## src/rtl/norm_32bit.sv

```systemverilog
// Iterative left-normalizer: shifts a word by at most STEP bits per cycle until its MSB reaches bit 31.
// Optional build macro NORM_POS_CHECK_EN adds pos_err, flagging an input_pos that disagrees with input_num.
module norm_32bit #(
  parameter int STEP = 8
) (
  input  logic        clk,
  input  logic        rst_n,
  input  logic        in_valid,
  output logic        in_ready,
  input  logic [31:0] input_num,
  input  logic [5:0]  input_pos,
  output logic        out_valid,
  input  logic        out_ready,
  output logic [31:0] output_mant,
  output logic [4:0]  output_exp,
  output logic        output_zero
`ifdef NORM_POS_CHECK_EN
  ,
  output logic        pos_err
`endif
);

  typedef enum logic [1:0] {
    IDLE  = 2'd0,
    SHIFT = 2'd1,
    DONE  = 2'd2
  } state_t;

  localparam logic [5:0] STEP_W = 6'(STEP);

  state_t      state_q;
  logic        in_ready_q;
  logic        out_valid_q;
  logic [31:0] work_q;
  logic [5:0]  rem_q;
  logic [4:0]  exp_q;
  logic        zero_q;

  logic        pos_zero_d;
  logic        pos_full_d;
  logic [5:0]  rem_init_d;
  logic [4:0]  exp_init_d;
  logic [5:0]  shift_amt_d;
  logic [31:0] work_shift_d;
  logic [5:0]  rem_next_d;

  // Positions above 32 are illegal and collapse onto the zero-word result.
  always_comb begin
    pos_zero_d = (input_pos == 6'd0) || (input_pos > 6'd32);
    pos_full_d = (input_pos == 6'd32);
    rem_init_d = 6'd32 - input_pos;
    exp_init_d = 5'(input_pos - 6'd1);
  end

  always_comb begin
    shift_amt_d  = (rem_q < STEP_W) ? rem_q : STEP_W;
    work_shift_d = work_q << shift_amt_d;
    rem_next_d   = rem_q - shift_amt_d;
  end

  always_ff @(posedge clk) begin
    if (!rst_n) begin
      state_q     <= IDLE;
      in_ready_q  <= 1'b1;
      out_valid_q <= 1'b0;
      work_q      <= 32'd0;
      rem_q       <= 6'd0;
      exp_q       <= 5'd0;
      zero_q      <= 1'b0;
    end else begin
      case (state_q)
        IDLE: begin
          if (in_valid) begin
            in_ready_q <= 1'b0;
            if (pos_zero_d) begin
              work_q      <= 32'd0;
              rem_q       <= 6'd0;
              exp_q       <= 5'd0;
              zero_q      <= 1'b1;
              out_valid_q <= 1'b1;
              state_q     <= DONE;
            end else begin
              work_q <= input_num;
              rem_q  <= rem_init_d;
              exp_q  <= exp_init_d;
              zero_q <= 1'b0;
              if (pos_full_d) begin
                out_valid_q <= 1'b1;
                state_q     <= DONE;
              end else begin
                state_q <= SHIFT;
              end
            end
          end
        end
        SHIFT: begin
          work_q <= work_shift_d;
          rem_q  <= rem_next_d;
          if (rem_next_d == 6'd0) begin
            out_valid_q <= 1'b1;
            state_q     <= DONE;
          end
        end
        DONE: begin
          if (out_ready) begin
            out_valid_q <= 1'b0;
            in_ready_q  <= 1'b1;
            state_q     <= IDLE;
          end
        end
        default: begin
          out_valid_q <= 1'b0;
          in_ready_q  <= 1'b1;
          state_q     <= IDLE;
        end
      endcase
    end
  end

  assign in_ready    = in_ready_q;
  assign out_valid   = out_valid_q;
  assign output_mant = work_q;
  assign output_exp  = exp_q;
  assign output_zero = zero_q;

`ifdef NORM_POS_CHECK_EN
  logic [5:0] true_pos_d;
  logic       pos_err_q;

  always_comb begin
    true_pos_d = 6'd0;
    for (int i = 0; i < 32; i++) begin
      if (input_num[i]) true_pos_d = 6'(i + 1);
    end
  end

  always_ff @(posedge clk) begin
    if (!rst_n) begin
      pos_err_q <= 1'b0;
    end else if (state_q == IDLE && in_valid) begin
      pos_err_q <= (true_pos_d != input_pos);
    end
  end

  assign pos_err = pos_err_q;
`endif

endmodule

```

## config.mk

```make
export PLATFORM = sky130hd
export DESIGN_NAME = norm_32bit
export DESIGN_NICKNAME = d
export VERILOG_FILES = /design/src/rtl/norm_32bit.sv
export SDC_FILE = /design/constraint.sdc
export NUM_CORES = 1
export LEC_CHECK = 0
export ABC_AREA = 1
export CAP_MARGIN = 0
export CORE_MARGIN = 1
export CORE_UTILIZATION = 23
export CTS_CLUSTER_SIZE = 20
export DETAILED_ROUTE_END_ITERATION = 8
export HOLD_SLACK_MARGIN = 0.12
export PLACE_DENSITY = 0.42
export SETUP_SLACK_MARGIN = 0.05
export SKIP_CTS_REPAIR_TIMING = 1
export SYNTH_ARGS = -nofsm -noshare
export SYNTH_HDL_FRONTEND = slang
export SYNTH_SLANG_ARGS = --single-unit
export TNS_END_PERCENT = 20
```

## constraint.sdc

```tcl
create_clock -name clk -period 1.7 [get_ports clk]
set_clock_uncertainty 0.15 [all_clocks]
set_input_delay 0.255 -clock clk [delete_from_list [all_inputs] [get_ports clk]]
set_output_delay 0.255 -clock clk [all_outputs]
set_load 0.02 [all_outputs]
```

==> Word-level counts from Yosys, hierarchy flattened <==
Cells that the tools add are included.
{ "word_totals": {"ff_bits": 48, "inputBits": 42, "out_inout_bits": 40, "elab_cells": 55} }
{ "op_classes": {"add_sub_neg": 3, "n_lt_le_gt_ge": 2, "eq_ne": 7, "shift": 1, "muxes": 24, "bitwise": 1, "n_reduce_logical": 10} }
{ "op_table": {"columns": ["operator", "n"], "rows": [
  ["$mux W32", 2],
  ["$pmux W32 S2", 1],
  ["$shl A32 B6 Y32", 1],
  ["$mux W6", 3],
  ["$logic_not A6 Y1", 2],
  ["$pmux W6 S2", 1],
  ["$mux W2", 5],
  ["$mux W1", 8],
  ["$eq A6 B6 Y1 const B", 1],
  ["$gt A6 B6 Y1 const B", 1],
  ["$lt A6 B4 Y1 const B", 1],
  ["$ne A2 B2 Y1 const B", 3],
  ["$pmux W1 S3", 2],
  ["$pmux W2 S3", 1],
  ["$reduce_and A3 Y1", 2],
  ["$sub A6 B6 Y6", 1],
  ["$sub A6 B6 Y6 const A", 1],
  ["$mux W5", 1],
  ["$sub A5 B1 Y5 const B", 1],
  ["$reduce_and A2 Y1", 2],
  ["$reduce_and A4 Y1", 1],
  ["$ne A3 B3 Y1 const B", 1],
  ["$eq A2 B1 Y1 const B", 1],
  ["$eq A2 B2 Y1 const B", 1],
  ["4 further kinds", 4]
]} }

==> Depth between registers and ports, before layout <==
Gate-level depths: netlist (run 1).
{ "depth": {"ltp_word": 6, "depth_mapped": 14, "mapped_depth_nobuf": 13} }

==> Worst setup path before layout (run 1) <==
OpenSTA, ideal clock, no wires.
{ "synth_path": {"path_kind": "input-to-reg", "start": "in input_pos[0]", "end": "reg work_q[0], in the netlist output_mant[0]", "setup_time_ps": 115, "t_arrival_ps": 1474, "t_required_ps": 1435, "slack_ps": -40, "cell_stages": 13, "path_buffers": 2, "cell_sequence": "inv_1 > ha_1 > nand2_1 > nor2_2 > inv_1 > nand2_1 > nand2_1 > buf_4 > buf_2 > nand3_1 > o31ai_1 > o21ai_0 > inv_1"} }
{ "synth_via": {"elab_chain_len": 5, "word_cells_on_any_way": 6, "classes_between": "order compare: 1; mux: 3; reduce/logical: 2"} }
{ "synth_rtl": {"columns": ["element", "line_no", "source"], "rows": [
  ["from (decl)", "11", "input logic [5:0] input_pos,"],
  ["$gt A6 B6 Y1 / $logic_not A6 Y1 (equally long branches)", "49", "pos_zero_d = (input_pos == 6'd0) || (input_pos > 6'd32);"],
  ["$logic_or A1 B1 Y1 *", "49", null],
  ["$mux W32 *", "75", "if (pos_zero_d) begin"],
  ["$mux W32 *", "73", "if (in_valid) begin"],
  ["$pmux W32 S2 *", "71", "case (state_q)"],
  ["to (signal assigned)", "83", "work_q <= input_num;"],
  ["to (signal assigned)", "97", "work_q <= work_shift_d;"],
  ["to (decl)", "34", "logic [31:0] work_q;"]
]} }
Mark *: on every way between the ends. The rest lies on a longest branch, timed or not. The select of a mux whose other input is x is not followed.
A chain may end at the register's enable or synchronous reset.

==> Final worst setup path (run 1) <==
{ "layout_path": {"start": "reg rem_q[5]", "end": "reg work_q[19], in the netlist output_mant[19]"} }
{ "layout_via": {"elab_chain_len": 4} }
{ "layout_rtl": {"columns": ["element", "line_no", "source"], "rows": [
  ["from (decl)", "35", "logic [5:0] rem_q;"],
  ["from (signal assigned)", "84", "rem_q <= rem_init_d;"],
  ["from (signal assigned)", "98", "rem_q <= rem_next_d;"],
  ["$lt A6 B4 Y1", "56", "shift_amt_d = (rem_q < STEP_W) ? rem_q : STEP_W;"],
  ["$mux W6 *", "56", null],
  ["$shl A32 B6 Y32 *", "57", "work_shift_d = work_q << shift_amt_d;"],
  ["$pmux W32 S2 *", "71", null]
]} }
Mark *: on every way between the ends. The rest lies on a longest branch, timed or not.

==> results of run 1 <==
## per-layer routing
layer | vias to the layer above | global-route usage [%] | share of wire (%)
met5 | - | 0 | 0
met4 | 0 | 4.98 | 1.6
met3 | 13 | 3.10 | 4.3
met2 | 150 | 31.2 | 46
met1 | 2332 | 26.5 | 48
li1 | 2510 | - | -
## report_power, final
part,switching (mW),internal (mW),total (mW)
registers,0.436,1.59,2.02
logic,5.04,3.53,8.57
clock network,0.536,0.702,1.24
## cell families (layout without fill, tap and decap cells)
| kind of cell | after synthesis | count (layout) |
|---|---|---|
| compound gates | 96 | 96 |
| xor+xnor | 2 | 2 |
| fa+ha+maj | 1 | 1 |
| buf+inv | 124 | 258 |
| flops | 48 | 48 |
| simple gates | 393 | 393 |
## final cells by class
class                           instances  area share (%)
Clock inverter                          3           0.796
Inverter                               81            5.28
Timing Repair Buffer                  169            28.6
Clock buffer                            5            2.10
Tap cell                              220            4.61
Sequential cell                        48            16.1
Multi-Input combinational cell        492            42.5
## path summary, 6_finish.rpt
path / from / endpoint / slack [ns] / cells after the start
worst max-delay path: rem_q[5]$_SDFFE_PN0P_ / output_mant[19]$_SDFFE_PN0P_ / -0.11 / 11
worst min-delay path: input_pos[0] / rem_q[0]$_SDFFE_PN0P_ / 0.25 / 4
worst max register to register: rem_q[5]$_SDFFE_PN0P_ / output_mant[19]$_SDFFE_PN0P_ / -0.11 / 11
worst min register to register: in_ready$_SDFFE_PN1P_ / in_ready$_SDFFE_PN1P_ / 0.31 / 1
## critical path, cell delays in order, from the launching register on
cell     delay, ns
dfxtp_2       0.36
nor2_8        0.19
nand2_8       0.09
nor2_4        0.11
buf_12        0.19
nand3_1       0.16
nand2_1       0.10
nand2_1       0.07
nand3_1       0.11
nand3_1       0.08
nand2_1       0.06
inv_1         0.03
## cells in the final DEF, fill, tap and decap left out, types with 2 or more instances in the layout
cell / instances
nand3_1: 153
nand2_1: 138
inv_1: 74
clkdlybuf4s50_1: 74
buf_4: 69
dfxtp_1: 46
a21oi_1: 36
nor2_1: 32
nand4_1: 30
o21ai_0: 29
a31oi_1: 13
buf_12: 13
nand3_2: 12
nand2_2: 7
clkbuf_16: 7
dlymetal6s2s_1: 7
nor2_2: 5
nand2_4: 4
o21ai_1: 4
nor2_4: 3
inv_4: 3
o21ai_2: 3
o31ai_1: 3
buf_6: 3
inv_2: 2
o21a_1: 2
nor3_1: 2
or2_2: 2
nand3b_1: 2
clkinv_4: 2
dfxtp_2: 2
## flip-flops by register name (all words and copies together), names as in the netlist
| name | flops |
|---|---|
| out_valid | 1 |
| output_exp | 5 |
| in_ready | 1 |
| output_zero | 1 |
| state_q | 2 |
| rem_q | 6 |
| output_mant | 32 |
## metrics by stage
step,instances,setup TNS (ns)
final,1018,-1.84
after global routing,1018,-6.51
after CTS,1011,-7.66
after detailed placement,1003,-21.83
after global placement,1003,-19.40
after floorplan,664,0
==> flow_summary.json, run 1 <==
{
  "grt_pass1_wl_um": 26500,
  "preCtsSetupSlack_ns": -0.593,
  "synth.ff_latch_count": 48,
  "die_x_um": 133,
  "end_kind": "register",
  "hpwlAfterDp_um": 12700,
  "synth_compound_area_share_pct": 13.4,
  "p_per_area_nw_per_um2": 1980,
  "grt_pass1_vias": 4734,
  "placed_cell_area_um2": 5530,
  "power_mw": 11.8,
  "drt-total-wl_um": 16900,
  "synth-main-ff-cell": "dfxtp_1",
  "post_drt_wl_per_cell_um": 16.6,
  "ant_nets": 0,
  "hold_viol": 0,
  "core_um2": 16600,
  "cp-start-kind": "register",
  "vdd_drop_max_v": 0.000571,
  "hold_class": "input port to register",
  "synthXorXnorAreaFrac_pct": 0.445,
  "status": "finished with violations",
  "fillers": 1855,
  "tightest_slew_ns": 0.323,
  "cts_buffer_depth": 2,
  "rsz0062_at_grt": "yes",
  "arrival_ns": 1.88,
  "leakagePower_nw": 2.76,
  "synth_edf_count": 0,
  "grt_antenna_before_repair": 0,
  "syn-instance-count": 664,
  "synthSimpleGateAreaFrac_pct": 47.4,
  "synth_area_um2": 3940,
  "fmax_mhz": 552,
  "ys_top_cells_by_count": "163 x nand3_1, 145 x nand2_1, 77 x inv_1, 48 x dfxtp_1",
  "multi_input_comb_area_um2": 2540,
  "yosysTopAreaCell": "dfxtp_1",
  "nets": 840,
  "start_util_pct": 23.7,
  "fin_util_pct": 35.9,
  "fin_crit_sh_pct": 107,
  "worst_slack_ns": -0.112,
  "netlist.area_leader.share_pct": 24.4,
  "syn_to_final_growth_pct": 51.6,
  "post_synth.cell_area_avg_um2": 5.93,
  "seq_area_frac_synth_pct": 24.4,
  "synth_top_family_by_area": "simple AND/OR/NAND/NOR gates",
  "cts_buffers": 5,
  "synthesis.nets": 707,
  "cts_root_buf": "clkbuf_16",
  "cts_tree": "built",
  "maxSlewViolCount": 0,
  "via_per_inst": 4.92,
  "num_antenna_cells": 0,
  "fin_crit_ns": 1.81,
  "io_pins": 82,
  "grtUsageTotal_pct": 19.3,
  "place.gp.congestion": 0.833,
  "cap_violations": 0,
  "maxSlewHeadroom_pct": 78.2,
  "timing.hold.ws_ns": 0.254,
  "synth_warnings": 0,
  "required_ns": 1.76,
  "cts_sinks": 48,
  "regArea_um2": 963,
  "synth_most_common_cell": "nand3_1",
  "drt_iter0_drc": 408,
  "muxShareOfSynthArea_pct": 0,
  "postLayoutCellArea_um2": 5970,
  "drc": 0,
  "rows": 47,
  "io_buffers": 81,
  "die_h_um": 133,
  "critPathMaxFanout": 29,
  "finalSetupViolCount": 39,
  "grt.overflow.total": 0,
  "vias": 5005,
  "synthTopCellsByArea": "dfxtp_1 24%, nand3_1 21%, nand2_1 14%",
  "htreeDepth": 2,
  "layout-drive-gt1-share_pct": 18.3,
  "die-area_um2": 17700,
  "synthAdderAreaFrac_pct": 0.318,
  "violations": "negative setup slack",
  "async_reset_ff_share_pct": 0,
  "clkLatencyLatePin_ns": 0.31,
  "worstSetupPathType": "register to register",
  "firstDrtPassIters": 5,
  "grt_max_degree": 36,
  "ys_types": 41,
  "path_clk_slew_ns": 0.07
}
No activity file was read; power rests on OpenSTA's default activity.
==> run 2, diff against run 1 <==
--- a/config.mk
+++ b/config.mk
@@ -13,7 +13,7 @@
 export DETAILED_ROUTE_END_ITERATION = 8
 export HOLD_SLACK_MARGIN = 0.12
 export PLACE_DENSITY = 0.42
-export SETUP_SLACK_MARGIN = 0.05
+export SETUP_SLACK_MARGIN = 0.1
 export SKIP_CTS_REPAIR_TIMING = 1
 export SYNTH_ARGS = -nofsm -noshare
 export SYNTH_HDL_FRONTEND = slang
==> flow_summary.json, run 2 (synthesized netlist as in run 1, its figures left out) <==
{
  "holdPathStages": 4,
  "path_clk_slew_ns": 0.07,
  "status": "finished with violations",
  "r2r_slack_ns": -0.13,
  "hp-start": "input_pos[0]",
  "reg2reg_from": "rem_q[4]$_SDFFE_PN0P_",
  "r2r_cells": 8,
  "io_buffers": 81,
  "syn_to_final_growth_pct": 56.6,
  "path_cells": "nor2_8, buf_4, nand3_1, buf_4, a31oi_1, a21oi_1, nand3_1, a21oi_1",
  "hpwlAfterDp_um": 12800,
  "worst_slack_ns": -0.131,
  "die_h_um": 133,
  "num_antenna_cells": 0,
  "postLayoutCellArea_um2": 6170,
  "ant_nets": 0,
  "finalSetupViolCount": 23,
  "tightest_slew_ns": 0.298,
  "end_kind": "register",
  "die-area_um2": 17700,
  "grt_antenna_before_repair": 0,
  "die_x_um": 133,
  "required_ns": 1.74,
  "worstSetupPathType": "register to register",
  "cts_root_buf": "clkbuf_16",
  "layout-drive-gt1-share_pct": 19.8,
  "post_drt_wl_per_cell_um": 17.1,
  "nets": 841,
  "p_per_area_nw_per_um2": 1940,
  "crit-reg2reg-capture": "output_mant[31]$_SDFFE_PN0P_",
  "crit_family": "buffers and inverters",
  "fillers": 1807,
  "multi_input_comb_area_um2": 2600,
  "start_util_pct": 23.7,
  "drc": 0,
  "fin_crit_ns": 1.83,
  "hold_end": "rem_q[0]$_SDFFE_PN0P_",
  "grt_pass1_wl_um": 26500,
  "io_pins": 82,
  "htreeDepth": 2,
  "grt_max_degree": 34,
  "cp-start-kind": "register",
  "fin_crit_sh_pct": 108,
  "grt.overflow.total": 0,
  "rows": 47,
  "arrival_ns": 1.88,
  "leakagePower_nw": 3.36,
  "maxSlewHeadroom_pct": 80.1,
  "violations": "negative setup slack",
  "critPathMaxFanout": 14,
  "cp_num_buf_inv": 2,
  "grt_pass1_vias": 4821,
  "grtUsageTotal_pct": 19.2,
  "cap_violations": 0,
  "hold_class": "input port to register",
  "largest_register_ffs": 32,
  "vias": 5008,
  "rsz0062_at_grt": "yes",
  "cts_buffers": 5,
  "final_common_cell": "nand3_1",
  "layout_common_cells": "142 x nand3_1, 139 x nand2_1, 73 x inv_1",
  "cts_buffer_depth": 2,
  "via_per_inst": 4.91,
  "drt_iter0_drc": 350,
  "drt-total-wl_um": 17500,
  "firstDrtPassIters": 5,
  "cts_tree": "built",
  "place.gp.congestion": 0.880,
  "maxSlewViolCount": 0,
  "cpMaxStageDelayCell": "dfxtp_2",
  "cts_sinks": 48,
  "path_depth": 8,
  "hold_viol": 0,
  "fmax_mhz": 546,
  "critPathMaxStageDelay_ns": 0.35,
  "placed_cell_area_um2": 5610,
  "regArea_um2": 965,
  "power_mw": 12.0,
  "core_um2": 16600,
  "vdd_drop_max_v": 0.000787,
  "clkLatencyLatePin_ns": 0.31
}
[run 2: cell count changes in the layout (fill, tap and decap cells not counted), sizes merged]
cell,change
dlymetal6s2s,+37
clkdlybuf4s50,-37
inv,-1
clkbuf,+2
[run 2: power by group]
group	total (mW)	internal, mW	switching, mW	leakage (nW)
Combinational	8.74	3.61	5.13	2.87
Clock	1.25	0.739	0.509	0.0871
Sequential	2.00	1.59	0.408	0.398
Total	12.0	5.94	6.05	3.36
[run 2: metrics by stage]
step           setup slack (ns)  std cells  hold slack (ns)  setup TNS (ns)  utilization, %
2_1_floorplan             0.102        664            0.273               0               -
3_3_place_gp             -0.484       1006            0.297          -17.94            33.7
3_5_place_dp             -0.563       1006            0.298          -20.88            33.7
4_1_cts                  -0.232       1014            0.324           -6.86            34.8
5_1_grt                  -0.229       1019            0.319           -5.08            37.1
6_report                 -0.131       1019            0.285           -1.73            37.1
[run 2: layer usage]
layer,part of all wire (%),vias to the layer above,track usage [%]
met5,0,-,0
met4,1.7,0,6.07
met3,4.9,20,2.49
met2,46,150,31.5
met1,47,2319,25.9
li1,-,2519,-
[run 2: cell type report]
cell class                 count  area share, %
inverter                      81           5.09
clock buffer                   6           2.25
tap                          220           4.46
multi-input combinational    492           42.2
sequential                    48           15.6
timing repair buffer         170           29.8
clock inverter                 2          0.629
[run 2: worst reg2reg max path, cell delays in order, from the launching register on]
cell and delay [ns]:
dfxtp_2 0.35, nor2_8 0.18, buf_4 0.24, nand3_1 0.15
buf_4 0.20, a31oi_1 0.18, a21oi_1 0.09, nand3_1 0.11
a21oi_1 0.07
[run 2: worst max path at each step]
stage / from / end / slack, ns
6_report: rem_q[4]$_SDFFE_PN0P_ / output_mant[31]$_SDFFE_PN0P_ / -0.13
5_1_grt: rem_q[4]$_SDFFE_PN0P_ / output_mant[31]$_SDFFE_PN0P_ / -0.23
4_1_cts: input_pos[0] / output_mant[15]$_SDFFE_PN0P_ / -0.23
3_5_place_dp: input_pos[0] / output_mant[15]$_SDFFE_PN0P_ / -0.56
3_3_place_gp: input_pos[0] / output_mant[15]$_SDFFE_PN0P_ / -0.48
2_1_floorplan: input_pos[1] / output_mant[0]$_SDFFE_PN0P_ / 0.10
==> run 3, diff against run 2 <==
--- a/config.mk
+++ b/config.mk
@@ -7,6 +7,7 @@
 export LEC_CHECK = 0
 export ABC_AREA = 1
 export CAP_MARGIN = 0
+export CORE_ASPECT_RATIO = 1.2
 export CORE_MARGIN = 1
 export CORE_UTILIZATION = 23
 export CTS_CLUSTER_SIZE = 20
==> flow_summary.json, run 3 (synthesized netlist as in run 1, its figures left out) <==
{
  "status": "finished with violations",
  "violations": "negative setup slack",
  "final_common_cell": "nand3_1",
  "hold_end": "rem_q[0]$_SDFFE_PN0P_",
  "layout_common_cells": "151 x nand3_1, 138 x nand2_1, 72 x inv_1",
  "vdd_drop_max_v": 0.000635,
  "rsz0062_at_grt": "yes",
  "end_kind": "register",
  "die_h_um": 145,
  "die-area_um2": 17700,
  "arrival_ns": 1.90,
  "via_per_inst": 5.03,
  "hp-start": "input_pos[0]",
  "firstDrtPassIters": 5,
  "cts_root_buf": "clkbuf_16",
  "hpwlAfterDp_um": 12900,
  "path_clk_slew_ns": 0.07,
  "start_util_pct": 23.5,
  "ant_nets": 0,
  "clkLatencyLatePin_ns": 0.31,
  "drt-total-wl_um": 17300,
  "crit-reg2reg-capture": "output_mant[27]$_SDFFE_PN0P_",
  "fin_crit_ns": 1.86,
  "tightest_slew_ns": 0.284,
  "cts_buffers": 5,
  "hold_viol": 0,
  "io_pins": 82,
  "postLayoutCellArea_um2": 6070,
  "cap_violations": 0,
  "cpMaxStageDelayCell": "dfxtp_2",
  "num_antenna_cells": 0,
  "cts_tree": "built",
  "syn_to_final_growth_pct": 54.2,
  "drt_iter0_drc": 277,
  "grt_max_degree": 28,
  "grt_antenna_before_repair": 0,
  "rows": 52,
  "io_buffers": 81,
  "core_um2": 16800,
  "critPathMaxFanout": 16,
  "place.gp.congestion": 0.849,
  "holdPathStages": 4,
  "placed_cell_area_um2": 5560,
  "fmax_mhz": 539,
  "leakagePower_nw": 3.32,
  "grt.overflow.total": 0,
  "cp-start-kind": "register",
  "htreeDepth": 2,
  "cts_sinks": 48,
  "grt_pass1_vias": 4969,
  "post_drt_wl_per_cell_um": 17.1,
  "largest_register_ffs": 32,
  "r2r_slack_ns": -0.16,
  "p_per_area_nw_per_um2": 1950,
  "fillers": 1837,
  "drc": 0,
  "nets": 841,
  "die_x_um": 121,
  "fin_crit_sh_pct": 109,
  "fin_util_pct": 36.2,
  "finalSetupViolCount": 25,
  "layout-drive-gt1-share_pct": 19.4,
  "critPathMaxStageDelay_ns": 0.35,
  "worstSetupPathType": "register to register",
  "hold_class": "input port to register",
  "path_cells": "nor2_8, nand2_8, inv_4, nand2_2, buf_12, nand3_1, nand2_1, nand2_1, nand3_1, nand2_1, a21oi_2",
  "worst_slack_ns": -0.156,
  "r2r_cells": 11,
  "grt_pass1_wl_um": 27000,
  "crit_top_cell": "nand2_1",
  "maxSlewHeadroom_pct": 80.9,
  "required_ns": 1.75,
  "maxSlewViolCount": 0,
  "reg2reg_from": "rem_q[4]$_SDFFE_PN0P_",
  "grtUsageTotal_pct": 19.6,
  "cts_buffer_depth": 2,
  "vias": 5109
}
-- run 3: critical path, delay by kind of cell (launching register included) --
family	cells	cell delay (ns)
buffers and inverters	2	0.25
DFF	1	0.35
and+or+nand+nor	8	0.92
AOI/OAI and AO/OA	1	0.06
-- run 3: stage by stage --
| step | TNS, ns | setup WS, ns | power (mW) | instances | hold slack (ns) |
|---|---|---|---|---|---|
| floorplan | 0 | 0.102 | 6.76 | 664 | 0.273 |
| global placement | -16.99 | -0.469 | 10.4 | 1002 | 0.293 |
| detailed placement | -20.50 | -0.545 | 10.4 | 1002 | 0.296 |
| CTS | -6.70 | -0.219 | 11.7 | 1010 | 0.319 |
| global route | -6.09 | -0.288 | 12.8 | 1015 | 0.251 |
| finish | -2.09 | -0.156 | 11.9 | 1015 | 0.227 |
-- run 3: routing by layer --
layer  wire length [um]  GRT usage, %  vias up
li1                   -             -     2513
met1               7730          25.7     2377
met2               8230          32.3      183
met3                815          2.94       36
met4                530          7.10        0
met5                  0             0        -
-- run 3: worst max-delay path by stage --
stage / slack [ns] / end / cells past startpoint / start
floorplan: 0.10 / output_mant[0]$_SDFFE_PN0P_ / 13 / input_pos[1]
finish: -0.16 / output_mant[27]$_SDFFE_PN0P_ / 11 / rem_q[4]$_SDFFE_PN0P_
CTS: -0.22 / output_mant[13]$_SDFFE_PN0P_ / 14 / input_pos[0]
global route: -0.29 / output_mant[27]$_SDFFE_PN0P_ / 11 / rem_q[4]$_SDFFE_PN0P_
global placement: -0.47 / output_mant[15]$_SDFFE_PN0P_ / 14 / input_pos[0]
detailed placement: -0.55 / output_mant[13]$_SDFFE_PN0P_ / 14 / input_pos[0]
-- run 3: layout make-up --
class                   instances  area [um2]  share of cell area [%]
multi-input cells             492        2560                    42.2
repair buffers                170        1790                    29.4
flip-flops and latches         48         965                    15.9
inverters                      81         318                    5.23
well taps                     216         270                    4.45
clock buffers                   5         125                    2.06
clock inverters                 3        42.5                   0.701
-- run 3: report_power, final --
part           switching (mW)  internal, mW
sequential              0.405          1.59
combinational            5.09          3.56
clock                   0.519         0.694
